## src/rtl/reg_load_arbiter_pkg.sv

```systemverilog
// Shared types and defaults for the reg_load_arbiter block: FSM state encoding
// and default requester count / data width.
package reg_load_arbiter_pkg;

    localparam int DEF_N_REQ = 4;
    localparam int DEF_WIDTH = 4;

    typedef enum logic [1:0] {
        ST_IDLE  = 2'd0,
        ST_GRANT = 2'd1,
        ST_CLEAR = 2'd2,
        ST_ACK   = 2'd3
    } state_e;

endpackage

```

## src/rtl/reg_load_arbiter_reg.sv

```systemverilog
// WIDTH-bit shared register with synchronous load and clear; load wins over clear.
module reg_ld_clr #(
    parameter int WIDTH = 4
) (
    input  logic             clk,
    input  logic             reset,
    input  logic             load,
    input  logic             clr,
    input  logic [WIDTH-1:0] d,
    output logic [WIDTH-1:0] q
);

    always_ff @(posedge clk) begin
        if (reset) begin
            q <= '0;
        end else if (load) begin
            q <= d;
        end else if (clr) begin
            q <= '0;
        end
    end

endmodule

```

## src/rtl/reg_load_arbiter.sv

```systemverilog
// Arbitrates N_REQ load requesters plus a clear requester onto one shared register.
// Define REG_ARB_RR_EN for round-robin arbitration; otherwise lowest index wins.
module reg_load_arbiter
    import reg_load_arbiter_pkg::*;
#(
    parameter int N_REQ = DEF_N_REQ,
    parameter int WIDTH = DEF_WIDTH
) (
    input  logic                   clk,
    input  logic                   reset,
    input  logic [N_REQ-1:0]       req,
    input  logic [N_REQ*WIDTH-1:0] i_bus,
    input  logic                   clr_req,
    output logic [WIDTH-1:0]       a,
    output logic [N_REQ-1:0]       gnt,
    output logic [N_REQ-1:0]       ack,
    output logic                   clr_ack,
    output logic                   busy,
    output state_e                 state_o
);

    localparam int IW = $clog2(N_REQ);

    state_e          state_q, state_d;
    logic [IW-1:0]   win_q, win_d;
    logic            from_clr_q, from_clr_d;
    logic [IW-1:0]   pick_idx;
    logic            reg_load, reg_clr;
    logic [WIDTH-1:0] ld_data;
    logic [WIDTH-1:0] slice [N_REQ];

    for (genvar k = 0; k < N_REQ; k++) begin : g_slice
        assign slice[k] = i_bus[k*WIDTH +: WIDTH];
    end

`ifdef REG_ARB_RR_EN
    logic [IW-1:0] ptr_q, ptr_d;
    logic [IW-1:0] rr_idx;
    logic          rr_found;

    // Scan from ptr upward with wrap; first pending request wins.
    always_comb begin
        pick_idx = '0;
        rr_idx   = '0;
        rr_found = 1'b0;
        for (int i = 0; i < N_REQ; i++) begin
            if (int'(ptr_q) + i >= N_REQ) begin
                rr_idx = IW'(int'(ptr_q) + i - N_REQ);
            end else begin
                rr_idx = IW'(int'(ptr_q) + i);
            end
            if (!rr_found && req[rr_idx]) begin
                rr_found = 1'b1;
                pick_idx = rr_idx;
            end
        end
    end

    always_comb begin
        ptr_d = ptr_q;
        if (state_q == ST_ACK && !from_clr_q) begin
            ptr_d = (win_q == IW'(N_REQ - 1)) ? '0 : win_q + 1'b1;
        end
    end

    always_ff @(posedge clk) begin
        if (reset) begin
            ptr_q <= '0;
        end else begin
            ptr_q <= ptr_d;
        end
    end
`else
    always_comb begin
        pick_idx = '0;
        for (int i = N_REQ - 1; i >= 0; i--) begin
            if (req[i]) begin
                pick_idx = IW'(i);
            end
        end
    end
`endif

    always_ff @(posedge clk) begin
        if (reset) begin
            state_q    <= ST_IDLE;
            win_q      <= '0;
            from_clr_q <= 1'b0;
        end else begin
            state_q    <= state_d;
            win_q      <= win_d;
            from_clr_q <= from_clr_d;
        end
    end

    // Clear beats loads; the winner is frozen on leaving IDLE.
    always_comb begin
        state_d    = state_q;
        win_d      = win_q;
        from_clr_d = from_clr_q;
        unique case (state_q)
            ST_IDLE: begin
                if (clr_req) begin
                    state_d    = ST_CLEAR;
                    from_clr_d = 1'b1;
                end else if (|req) begin
                    state_d    = ST_GRANT;
                    win_d      = pick_idx;
                    from_clr_d = 1'b0;
                end
            end
            ST_GRANT, ST_CLEAR: state_d = ST_ACK;
            ST_ACK:             state_d = ST_IDLE;
            default:            state_d = ST_IDLE;
        endcase
    end

    always_comb begin
        gnt      = '0;
        ack      = '0;
        clr_ack  = 1'b0;
        reg_load = 1'b0;
        reg_clr  = 1'b0;
        busy     = (state_q != ST_IDLE);
        unique case (state_q)
            ST_GRANT: begin
                gnt[win_q] = 1'b1;
                reg_load   = 1'b1;
            end
            ST_CLEAR: reg_clr = 1'b1;
            ST_ACK: begin
                if (from_clr_q) begin
                    clr_ack = 1'b1;
                end else begin
                    ack[win_q] = 1'b1;
                end
            end
            default: ;
        endcase
    end

    assign ld_data = slice[win_q];
    assign state_o = state_q;

    reg_ld_clr #(.WIDTH(WIDTH)) u_reg (
        .clk   (clk),
        .reset (reset),
        .load  (reg_load),
        .clr   (reg_clr),
        .d     (ld_data),
        .q     (a)
    );

endmodule

```

## config.mk

```make
export PLATFORM = sky130hd
export DESIGN_NAME = reg_load_arbiter
export DESIGN_NICKNAME = d
export VERILOG_FILES = /design/src/rtl/reg_load_arbiter_pkg.sv /design/src/rtl/reg_load_arbiter_reg.sv /design/src/rtl/reg_load_arbiter.sv
export SDC_FILE = /design/constraint.sdc
export NUM_CORES = 1
export LEC_CHECK = 0
export ABC_AREA = 0
export CORE_ASPECT_RATIO = 0.6
export CORE_MARGIN = 8
export CORE_UTILIZATION = 25
export CTS_BUF_LIST = sky130_fd_sc_hd__clkbuf_4 sky130_fd_sc_hd__clkbuf_8
export CTS_CLUSTER_SIZE = 30
export DETAILED_ROUTE_END_ITERATION = 12
export MAX_ROUTING_LAYER = met4
export PLACE_DENSITY = 0.55
export SLEW_MARGIN = 20
export SYNTH_ARGS = -nofsm -noshare
export SYNTH_HDL_FRONTEND = slang
export SYNTH_HIERARCHICAL = 1
export SYNTH_SLANG_ARGS = --single-unit
```

## constraint.sdc

```tcl
create_clock -name clk -period 1.82 [get_ports clk]
set_input_delay 0.364 -clock clk [delete_from_list [all_inputs] [get_ports clk]]
set_output_delay 0.364 -clock clk [all_outputs]
set_load 0.05 [all_outputs]
```

==> out/results.txt <==
status = completed
Die Ht = 54.6 um
Period minus WS final = 1.73 ns
antenna-violating nets left = 0
number of I/O pins = 39
Lkg Pwr = 0.470 nW
CP cell instances = inv_1, ha_2, nor3b_4, buf_12
fin crit share = 0.948
routed vias = 619
met1 Usage GRT = 0.122
Core ar. = 0.00243 mm^2
setup violators final = 0
CP peak stage delay = 0.34 ns
initial antenna violation count = 0
drt via density = 4.39
Critical path buffers and inverters = 2
TritonCTS clock tree = done
routability cong. = 0.826
first-pass GRT wire length = 3050 um
I/O Buffers = 38
drt total wl = 1900 um
Crit Path Max Fanout = 12
Cell variety after synth = 25
Critical R2R Launch = win_q[0]
GRT Residual Overflow = 0
DR iter-0 viols = 17
setup repair bufs after CTS = 0
RSZ-0062 raised after global routing = no
Layout area overhead = 98.4%
Post-DP HPWL = 1570 um
vias in the first global route = 647
number of buffers created by CTS = 3
Tot Pwr = 0.00108 W
Die W = 80.3 um
Hold Path Class = flip-flop to flip-flop
largest net degree at the start of global routing = 14
Syn Area/Cell = 9.24 um^2
Yosys reg bits = 9
Std-Cell Rows = 14
Setup crit end kind = primary output
H-tree depth = 1
share of cells above drive strength 1 = 0.358
Power Density = 881 mW/mm^2
critical path depth = 4
final hold violation count = 0
Slew Limit Fails = 0
gr busiest metal = met2
Peak VDD IR = 0.000390 V
sequential fraction of the synthesis area = 0.291
RR Endpoint = u_reg/q[2]
slack of the critical path = 0.0946 ns
max_slew headroom = 0.656
wire per inst = 13.5 um
Layout Cells excl Fill = 141
crit path kind = flip-flop to primary output
die area = 0.00438 mm^2
synth warn = 6
CTS Buffer Depth = 2
path depth of the worst reg2reg path = 4
met3 Resource Use GR = 0.0377
Synth Net Count = 94
worst-margin pin slew = 0.515 ns
met2 usage = 0.127
setup TNS = 0 ns
crit path DAT = 1.36 ns
clk slew on worst S/H paths = 0.05 ns
commonest non-fill, non-tap cells in the layout = 22 x clkdlybuf4s50_1, 10 x buf_12, 9 x a21oi_1
# nets final = 137
Async SR Flop Fraction = 0
Post-synth EDFFs = 0
leading cell type in the layout, fill and taps excluded = clkdlybuf4s50_1
Worst Path Required = 1.46 ns
Antenna Cells = 0
worst skew pair latency = 0.23 ns
fmax = 580 MHz
# DRC = 0
dpl ws = 0.0675 ns
placed cells = 137
worst setup path endpoint = gnt[0]
slowest stage cell, crit path = dfxtp_2
Clock Skew = 0.00248 ns
CTS root buf = clkbuf_8
Critical path origin = state_o[1]
Most used DFF post-synth = dfxtp_1
Syn Inst Count = 67
drt first pass iters = 4
# Max-Cap Violations = 0
critical path launch point type = flip-flop
CTS sink count = 9
r2r setup slk = 0.46 ns
Hold WS = 0.557 ns
Initial Utilization = 0.254
mapped cell area = 619 um^2
GRT Total Usage = 0.0930
cell family with most CP delay = flip-flops
## metal layers
layer  routed length (um)  up-vias
li1                     -      330
met1                 1020      257
met2                  705       30
met3                  175        2
met4                    7        0
met5                    0        -
## Yosys cell counts (2+ instances only)
library cell / instances / area [um^2]
nand2b_1: 2 / 12.5
mux4_2: 4 / 90.1
nor3_1: 3 / 15.0
nor3b_1: 3 / 22.5
nor2_1: 4 / 15.0
nand2_1: 6 / 22.5
inv_1: 4 / 15.0
a21oi_1: 9 / 45.0
and3b_1: 2 / 17.5
ha_1: 4 / 50.1
dfxtp_1: 9 / 180
or3b_1: 4 / 35.0
## stage by stage
stage,area [um^2],util
6_report,1230,0.505
2_1_floorplan,669,-
5_1_grt,1230,0.505
3_3_place_gp,1170,0.483
3_5_place_dp,1170,0.483
4_1_cts,1230,0.504
## how the worst min path moves through the flow
stage	to	depth (start not counted)	slack (ns)	start
floorplan	state_o[0]	1	0.43	reset
global placement	u_reg/q[2]	2	0.55	u_reg/q[2]
detailed placement	u_reg/q[1]	2	0.54	u_reg/q[1]
CTS	u_reg/q[1]	2	0.55	u_reg/q[1]
global route	state_o[1]	2	0.57	state_o[1]
finish	u_reg/q[0]	2	0.56	u_reg/q[0]
## logic make-up (layout without fill, tap and decap cells)
| group | Yosys count | after routing | synth area share |
|---|---|---|---|
| DFF | 9 | 9 | 0.291 |
| muxes | 4 | 4 | 0.145 |
| buffers and inverters | 6 | 48 | 0.0485 |
| AOI/OAI and AO/OA | 13 | 13 | 0.123 |
| adders and majority gates | 4 | 4 | 0.0808 |
| and+or+nand+nor | 31 | 31 | 0.311 |
## registers in the layout, indices dropped and copies added (netlist names)
| register | cells |
|---|---|
| from_clr_q | 1 |
| u_reg/q | 4 |
| state_o | 2 |
| win_q | 2 |
## report_power, final
group | total (W) | internal [W] | switching, W
Sequential | 0.000275 | 0.000234 | 0.0000417
Clock | 0.000245 | 0.000167 | 0.0000778
Combinational | 0.000562 | 0.000253 | 0.000309
## timing repair
action / 4_1_cts / 5_1_grt
setup endpoints to repair: 1 / 2
hold buffers: 0 / 0
resized for setup: 1 / 1
## worst register-to-register path, stage by stage, from the launching register on
cell and delay (ns):
dfxtp_1 0.30, buf_4 0.24, mux4_2 0.55, nand2_1 0.09, a21oi_1 0.05
## cell type report
class,instances,area [um^2]
flip-flops and latches,9,183
repair buffers,40,480
fillers,230,1210
well taps,32,40.0
inverters,4,15.0
clock buffers,4,48.8
multi-input cells,52,462
Note: power is estimated with default switching activity, not from simulation.
